<file path="src/rtl/riscv_pkg.sv">
// Shared RISC-V core constants used by the fetch stage and its queues.
package riscv_pkg;

  localparam int          XLEN        = 32;
  localparam int          ILEN        = 32;
  localparam logic [31:0] NOP_INSTR   = 32'h0000_0013;
  localparam int          INSTR_BYTES = 4;

endpackage

</file>
<file path="src/rtl/fetch_queue.sv">
// Small synchronous FIFO with flush; used both for fetched instructions and
// for the PCs of requests still waiting on an imem response.
module fetch_queue #(
  parameter  int WIDTH = 32,
  parameter  int DEPTH = 2,
  localparam int AW    = (DEPTH > 1) ? $clog2(DEPTH) : 1,
  localparam int CW    = $clog2(DEPTH + 1)
) (
  input  logic             clk,
  input  logic             rst,
  input  logic             push,
  input  logic [WIDTH-1:0] push_data,
  input  logic             pop,
  input  logic             flush,
  output logic [WIDTH-1:0] head,
  output logic [CW-1:0]    count,
  output logic             full,
  output logic             empty
);

  logic [WIDTH-1:0] mem [DEPTH];
  logic [AW-1:0]    rd_ptr;
  logic [AW-1:0]    wr_ptr;
  logic             do_push;
  logic             do_pop;

  function automatic logic [AW-1:0] next_ptr(input logic [AW-1:0] p);
    return (p == AW'(DEPTH - 1)) ? '0 : p + 1'b1;
  endfunction

  assign full    = (count == CW'(DEPTH));
  assign empty   = (count == '0);
  assign do_pop  = pop && !empty;
  // A push into a full FIFO is accepted only when the head leaves in the same cycle.
  assign do_push = push && (!full || do_pop);
  assign head    = mem[rd_ptr];

  always_ff @(posedge clk) begin
    if (do_push && !flush) begin
      mem[wr_ptr] <= push_data;
    end
  end

  always_ff @(posedge clk or negedge rst) begin
    if (!rst) begin
      rd_ptr <= '0;
      wr_ptr <= '0;
      count  <= '0;
    end else if (flush) begin
      rd_ptr <= '0;
      wr_ptr <= '0;
      count  <= '0;
    end else begin
      if (do_push) begin
        wr_ptr <= next_ptr(wr_ptr);
      end
      if (do_pop) begin
        rd_ptr <= next_ptr(rd_ptr);
      end
      case ({do_push, do_pop})
        2'b10:   count <= count + 1'b1;
        2'b01:   count <= count - 1'b1;
        default: count <= count;
      endcase
    end
  end

endmodule

</file>
<file path="src/rtl/fetch_unit.sv">
// Instruction-fetch stage: next-PC selection, credit-limited imem issue,
// in-order instruction buffering and redirect flush with stale-response discard.
module fetch_unit #(
  parameter int XLEN    = riscv_pkg::XLEN,
  parameter int QDEPTH  = 2,
  parameter int MAX_OUT = 2
) (
  input  logic            clk,
  input  logic            rst,
  input  logic [XLEN-1:0] pc_i,
  output logic [XLEN-1:0] pc_next_o,
  input  logic            redirect_i,
  input  logic [XLEN-1:0] redirect_pc_i,
  output logic            imem_req_o,
  output logic [XLEN-1:0] imem_addr_o,
  input  logic            imem_gnt_i,
  input  logic            imem_rvalid_i,
  input  logic [31:0]     imem_rdata_i,
  output logic            dec_valid_o,
  output logic [31:0]     dec_instr_o,
  output logic [XLEN-1:0] dec_pc_o,
  output logic [XLEN-1:0] dec_pc_plus4_o,
  input  logic            dec_ready_i
);

  localparam int              ILEN = riscv_pkg::ILEN;
  localparam int              QCW  = $clog2(QDEPTH + 1);
  localparam int              OCW  = $clog2(MAX_OUT + 1);
  localparam int              SW   = QCW + 1;
  localparam logic [XLEN-1:0] STEP = XLEN'(riscv_pkg::INSTR_BYTES);

  logic [QCW-1:0]       q_count;
  logic                 q_full;
  logic                 q_empty;
  logic [ILEN+XLEN-1:0] q_head;
  logic [OCW-1:0]       inflight;
  logic [OCW-1:0]       discard;
  logic                 pcq_full;
  logic                 pcq_empty;
  logic [XLEN-1:0]      rsp_pc;
  logic [SW-1:0]        occupancy;
  logic                 fire;
  logic                 rsp_take;
  logic                 rsp_keep;
  logic                 pop;

  // Slots already promised: buffered entries plus responses that will still be kept.
  assign occupancy  = SW'(q_count) + SW'(inflight) - SW'(discard);
  assign imem_req_o = rst && !redirect_i && !q_full && !pcq_full
                      && (occupancy < SW'(QDEPTH));
  assign imem_addr_o = pc_i;
  assign fire        = imem_req_o && imem_gnt_i;

  assign pc_next_o = redirect_i ? redirect_pc_i :
                     fire       ? pc_i + STEP   : pc_i;

  assign rsp_take = imem_rvalid_i && !pcq_empty;
  assign rsp_keep = rsp_take && !redirect_i && (discard == '0);
  assign pop      = !q_empty && dec_ready_i;

  // The PC FIFO occupancy doubles as the outstanding-request count.
  fetch_queue #(
    .WIDTH (XLEN),
    .DEPTH (MAX_OUT)
  ) u_pc_fifo (
    .clk       (clk),
    .rst       (rst),
    .push      (fire),
    .push_data (pc_i),
    .pop       (rsp_take),
    .flush     (1'b0),
    .head      (rsp_pc),
    .count     (inflight),
    .full      (pcq_full),
    .empty     (pcq_empty)
  );

  fetch_queue #(
    .WIDTH (ILEN + XLEN),
    .DEPTH (QDEPTH)
  ) u_instr_queue (
    .clk       (clk),
    .rst       (rst),
    .push      (rsp_keep),
    .push_data ({imem_rdata_i, rsp_pc}),
    .pop       (pop),
    .flush     (redirect_i),
    .head      (q_head),
    .count     (q_count),
    .full      (q_full),
    .empty     (q_empty)
  );

  assign dec_valid_o    = !q_empty;
  assign dec_instr_o    = q_head[XLEN +: ILEN];
  assign dec_pc_o       = q_head[XLEN-1:0];
  assign dec_pc_plus4_o = dec_pc_o + STEP;

  // On redirect every response still outstanding after this cycle is stale.
  always_ff @(posedge clk or negedge rst) begin
    if (!rst) begin
      discard <= '0;
    end else if (redirect_i) begin
      discard <= inflight - OCW'(rsp_take);
    end else if (rsp_take && (discard != '0)) begin
      discard <= discard - 1'b1;
    end
  end

endmodule

</file>
<file path="config.mk">
export PLATFORM = sky130hd
export DESIGN_NAME = fetch_unit
export DESIGN_NICKNAME = d
export VERILOG_FILES = /design/src/rtl/riscv_pkg.sv /design/src/rtl/fetch_queue.sv /design/src/rtl/fetch_unit.sv
export SDC_FILE = /design/constraint.sdc
export NUM_CORES = 1
export LEC_CHECK = 0
export ABC_AREA = 1
export BUFFER_PORTS_ARGS = -buffer_cell sky130_fd_sc_hd__buf_2
export CAP_MARGIN = 20
export CORE_MARGIN = 4
export CORE_UTILIZATION = 49
export CTS_CLUSTER_DIAMETER = 30
export CTS_CLUSTER_SIZE = 16
export DETAILED_ROUTE_END_ITERATION = 10
export GPL_ROUTABILITY_DRIVEN = 1
export PLACE_DENSITY = 0.77
export SYNTH_ARGS = -nofsm -noshare
export SYNTH_HDL_FRONTEND = slang
export SYNTH_SLANG_ARGS = --single-unit
</file>
<file path="constraint.sdc">
create_clock -name clk -period 4.4 [get_ports clk]
set_input_delay 0.44 -clock clk [delete_from_list [all_inputs] [get_ports clk]]
set_output_delay 0.44 -clock clk [all_outputs]
set_load 0.05 [all_outputs]
</file>
-- Yosys cells after proc, flatten, opt, wreduce, memory -nomap -nowiden
Memories as Yosys holds them, arrays and structs flattened.
Cells that the tools add are included.
Widths: inputs -> output; s select.
- bits in writable memories: 192
- bits of input ports: 102
- bits in registers: 10
- memories kept: 2
- output and inout port bits: 162
- logic and storage cells: 80
- reductions and logical operators: 31
- multiplexer cells: 19
- equal/unequal tests: 6
- $add $sub $neg: 14
- magnitude comparators: 1
- memory list (name ; depth ; bits a word ; rd ports ; clocked after Yosys merged registers in ; write ports ; line ; source):
    u_instr_queue.mem ; 2 ; 64 ; 1 ; 0 ; 1 ; fetch_queue.sv:21 ; logic [WIDTH-1:0] mem [DEPTH];
    u_pc_fifo.mem ; 2 ; 32 ; 1 ; 0 ; 1 ; fetch_queue.sv:21 ;
- operator list (kind ; count):
    $add 32x3->32 const B ; 2
    $mux 32 ; 2
    $logic_and 1x1->1 ; 15
    $mux 1 ; 12
    $reduce_bool 2->1 ; 5
    $eq 2x2->1 const B ; 4
    $pmux 2 s2 ; 2
    $logic_not 2->1 ; 3
    $mux 2 ; 3
    $sub 2x1->2 const B ; 3
    $logic_not 1->1 ; 5
    $add 1x1->1 const B ; 4
    $add 2x1->2 const B ; 2
    $eq 2x1->1 const B ; 2
    $add 2x2->3 ; 1
    $lt 3x2->1 const B ; 1
    $reduce_bool 3->1 ; 1
    $sub 3x2->3 ; 1
    $logic_or 1x1->1 ; 2
    $sub 2x1->2 ; 1

-- Depth between registers and ports, before layout
- word-level depth: 9
- gate-level depth with buffers: 14
- depth with buffers taken out: 13

-- Modules after synthesis
A second synthesis with hierarchy kept.
- cells, all modules: 1076
- area total of the unflattened synthesis: 10069.7 µm²
- modules (own cells, without submodules) (module ; cells an instance ; instances ; sequential area each (µm²) ; area an instance (µm²)):
    fetch_queue (u_instr_queue) ; 374 ; 1 ; 3943.8 ; 4918.5
    fetch_queue (u_pc_fifo) ; 207 ; 1 ; 2021.9 ; 2588.7
    fetch_unit ; 495 ; 1 ; 50.0 ; 2562.5

-- Least setup slack after synthesis
Ideal clock, no wire load.
- path type: input port to flip-flop
- start point: input redirect_i
- end point: memory u_instr_queue.mem[0][0] (netlist name) (enable)
- buffers on the path: 1
- arrival time: 3.797 ns
- stages: 6
- library setup time: 0.487 ns
- data required time: 3.913 ns
- slack: 0.117 ns
- cell sequence: clkbuf_1 > inv_2 > nand2_1 > nor2_1 > o21ai_0 > nor2_1
- cells in the longest elaborated chain, start to end: 7
- RTL lines (what ; line ; source):
    from (decl) ; fetch_unit.sv:12 ; input logic redirect_i,
    $logic_not 1->1 (*) ; fetch_queue.sv:39, fetch_unit.sv:58 ;
    $logic_and 1x1->1 (2 in a row) ; fetch_unit.sv:58 ; assign rsp_keep = rsp_take && !redirect_i && (discard == '0);
    $logic_and 1x1->1 ; fetch_queue.sv:35 ; assign do_push = push && (!full || do_pop);
    $logic_and 1x1->1 (*) ; fetch_queue.sv:39 ; if (do_push && !flush) begin
    $mux 1 (*) ; fetch_queue.sv:39 ;
    $mux 1 (implied by the code) (*) ; fetch_queue.sv:40 ; mem[wr_ptr] <= push_data;
    to (decl) ; fetch_queue.sv:21 ;
Every way passes the cells marked *; elsewhere a longest branch is shown, timed or not.

-- Worst setup path in the final report
- start point: register u_pc_fifo.count[1]
- end point: output pc_next_o[28]
- cells in the longest elaborated chain, start to end: 7
- elaborated cells on any way between the ends: 10
- those cells by class: add/sub: 2; order compare: 1; eq/ne: 1; mux: 2; reduce/logical: 4
- RTL lines (what ; line ; source):
    from (decl) ; fetch_queue.sv:16 ; output logic [CW-1:0] count,
    from (signal assigned) ; fetch_queue.sv:61 ; 2'b10: count <= count + 1'b1;
    from (signal assigned) ; fetch_queue.sv:62 ; 2'b01: count <= count - 1'b1;
    from (signal assigned) ; fetch_queue.sv:63 ; default: count <= count;
    $add 2x2->3 or $eq 2x2->1 (tied branches) ; fetch_unit.sv:48, fetch_queue.sv:31 ;
    $sub 3x2->3 or $logic_not 1->1 (tied branches) ; fetch_unit.sv:48, fetch_unit.sv:49 ;
    $lt 3x2->1 or $logic_and 1x1->1 (tied branches) ; fetch_unit.sv:50, fetch_unit.sv:49 ;
    $logic_and 1x1->1 (*) ; fetch_unit.sv:50 ; && (occupancy < SW'(QDEPTH));
    $logic_and 1x1->1 (*) ; fetch_unit.sv:52 ; assign fire = imem_req_o && imem_gnt_i;
    $mux 32 (*) ; fetch_unit.sv:55 ; fire ? pc_i + STEP : pc_i;
    $mux 32 (*) ; fetch_unit.sv:54 ; assign pc_next_o = redirect_i ? redirect_pc_i :
    to (decl) ; fetch_unit.sv:11 ; output logic [XLEN-1:0] pc_next_o,
Marks and branches as above.

==> summary.txt <==
Status: complete, no violations
Relative slew slack: 0.328
Register clock-pin slew on the reported worst setup and hold paths: 0.06 ns
Starting DRT DRC Count: 540
Type of the most critical hold path: input port to register
Antenna fix cells: 0
Initial antenna violation count: 0
Setup-failing EPs final: 0
Top flip-flop cell by instance count after synthesis: edfxtp_1
Width of the chip: 154 µm
Maximum number of pins on one net before global-route repair: 89
I/O pin cnt: 264
Global-route wire length before repair: 40.0 mm
CP required: 3.96 ns
Remaining DRCs: 0
Post-CTS setup repair buffer count: 0
Highest-delay cell along the critical path: fa_1
Setup TNS: 0 ns
Initial standard-cell utilization of the core: 0.499
Number of CTS-inserted buffers: 27
RSZ-0062 raised after global routing: false
Vias per cell: 5.07
Port bufs: 263
Cell Int Power: 0.00440 W
Count of cell types in the netlist: 40
TritonCTS clock tree: yes
Portion of total power attributed to sequential cells: 0.327
Crit-path max FO: 34
Data arrival time of the critical path: 3.56 ns
DRT Pass-1 Iters: 5
Remaining Overflow, GRT: 0
Post-synthesis register bit count: 202
Total core area: 21000 µm²
Number of flops mapped to enable cells by yosys: 192
Delay of the slowest cell on the worst path: 0.55 ns
Worst Setup End Kind: primary output
Leakage power total: 5.70 nW
HPWL after detailed placement: 18.4 mm
Total power draw: 0.00751 W
Overall die area: 23800 µm²
Kind of start point of the critical path: register
Kind of critical path: register to primary output
Detailed-route wire length per cell: 15.1 µm
Die height: 154 µm
Area Overhead vs Synth: 21.5%
Post-synth design cell area: 10500 µm²
Clock tree root buffer cell: clkbuf_16
Commonest non-fill, non-tap cell in the layout: nand2_1
Mapped Nets: 1277
Series of cell instances along the critical path: fa_1 > inv_1 > fa_1 > nand2_1 > nor2_1 > nand2_1 > nor3_4 > buf_4 > nand3_1 > nand2_1 > nand3_1 > nand2_1 > buf_2
Part of the total power dissipated in combinational logic: 0.383
Routed Wire Length: 25.6 mm
Final Hold Viols: 0
Number of global-route vias before repair: 8238
Layout cell share with drive strength beyond 1: 0.260
Switching power as a share of total power: 0.414
Clk network pwr share: 0.290
Yosys warning total: 0
Syn Area/Cell: 8.99 µm²
Global placement routability congestion: 0.935
Dominant cell type by count on the critical path: nand2_1
Peak clock frequency supported by timing: 250 MHz
Sequential fraction of the synthesis area: 0.573
Vias post-DR: 8586
Count of nets after finishing: 1507
Max Buffers Root-to-Sink: 3
Overall routing resource usage: 0.206
Crit share post-route: 0.910
Sink count of the clock tree: 202
Post-synthesis async set-or-reset flop share: 0.0495
Final min period: 4.00 ns
Cell Rows: 53
VDD IR-drop max: 0.000322 V
Antenna viol nets, final: 0
Pwr dens: 589 nW/µm²
Largest clock skew in the final design: 0.00951 ns
Synthesized instance count: 1167
Maximum level of the CTS H-tree: 1
Max-slew violation count: 0
Commonest non-fill, non-tap cells in the layout: 483 x nand2_1, 263 x buf_2, 192 x edfxtp_1, 90 x inv_1, 89 x nor2_1
Psw: 0.00311 W
Maximum capacitance violations: 0
Latest clock arrival within the worst-skew pair: 0.51 ns
Transition at the pin with the smallest max-transition slack: 1.00 ns
[metrics by stage]
stage               std cells  hold slack [ns]  area [µm²]  worst slack (ns)   util
floorplan                1167            0.144       10500             0.117      -
global placement         1642            0.335       11800              1.01  0.562
detailed placement       1642            0.345       11800             0.939  0.562
CTS                      1693           0.0994       12800             0.393  0.607
global route             1693           0.0976       12800             0.133  0.607
finish                   1693            0.115       12800             0.397  0.607
[sequential cells by signal (all words and copies together), names as in the netlist]
register,cells
u_instr_queue.mem,128
u_pc_fifo.mem,64
discard,2
u_instr_queue.count,2
u_pc_fifo.count,2
u_instr_queue.rd_ptr,1
u_instr_queue.wr_ptr,1
u_pc_fifo.rd_ptr,1
u_pc_fifo.wr_ptr,1
[path summary, 6_finish.rpt]
| kind | from | endpoint | slack [ns] | depth (start not counted) |
|---|---|---|---|---|
| worst max-delay path | u_pc_fifo.count[1]$_DFFE_PN0P_ | pc_next_o[28] | 0.40 | 13 |
| worst min-delay path | imem_rdata_i[21] | u_instr_queue.mem[1][53]$_DFFE_PP_ | 0.11 | 1 |
| worst max register to register | u_pc_fifo.count[1]$_DFFE_PN0P_ | u_pc_fifo.mem[0][14]$_DFFE_PP_ | 1.29 | 8 |
| worst min register to register | u_pc_fifo.mem[0][13]$_DFFE_PP_ | u_instr_queue.mem[0][13]$_DFFE_PP_ | 0.54 | 2 |
| max in group asynchronous | rst | u_instr_queue.rd_ptr$_DFFE_PN0P_ | 3.77 | 2 |
| min in group asynchronous | rst | discard[0]$_DFFE_PN0P_ | 0.37 | 2 |
[power by group through the flow]
| stage | sequential (W) | clock (W) | combinational, W |
|---|---|---|---|
| after floorplan | 0.00247 | 0 | 0.00225 |
| after global placement | 0.00248 | 0 | 0.00284 |
| after detailed placement | 0.00249 | 0 | 0.00289 |
| after CTS | 0.00245 | 0.00221 | 0.00290 |
| after global routing | 0.00247 | 0.00230 | 0.00313 |
| final | 0.00245 | 0.00218 | 0.00288 |
[cell families after synthesis]
logic type | Yosys count | synth area share
flip-flops | 202 | 0.573
AND/OR/NAND/NOR | 703 | 0.276
buffers and inverters | 165 | 0.0777
adder cells (fa/ha/maj) | 8 | 0.0110
AO/OA/AOI/OAI | 67 | 0.0435
XOR/XNOR | 22 | 0.0184
[metal layers]
metal  routed length [µm]  vias up  part of all wire  track usage
li1                     -     4263                 -            -
met4                  651        0             0.025       0.0660
met1                10600     3945              0.41        0.262
met2                12500      332              0.49        0.363
met3                 1890       46             0.074       0.0313
met5                    0        -                 0            0
[cell usage after synthesis (all sizes together), types with 3 or more instances]
master  number  area, µm²
a21oi        3       15.0
a31oi        3       18.8
buf         55        395
clkbuf      16       60.1
dfrtp       10        250
edfxtp     192       5770
ha           6       75.1
inv         93        357
nand2      493       1880
nand3       74        393
nand3b       5       37.5
nand4       19        119
nor2       102        410
nor3         7       40.0
o21ai       53        363
o21bai       6       45.0
xnor2        4       35.0
xor2        18        158
[repair_timing]
action                    CTS  global route
hold endpoints to repair   10             0
resized for setup           0             0
hold buffers                1             0
[area by class of cell]
cell class	instances	area, µm²
repair buffers	272	1410
fillers	1732	8270
clock buffers	31	691
well taps	275	344
multi-input cells	800	3690
clock inverters	19	238
flip-flops and latches	202	6020
inverters	94	360
[worst max-delay path: cells and delay by family, from the launching register on]
| kind | cells | cell delay [ns] |
|---|---|---|
| buffers and inverters | 3 | 0.69 |
| adders and majority gates | 2 | 1.08 |
| and+or+nand+nor | 8 | 0.84 |
| DFF | 1 | 0.44 |
Note: power is estimated with default switching activity, not from simulation.
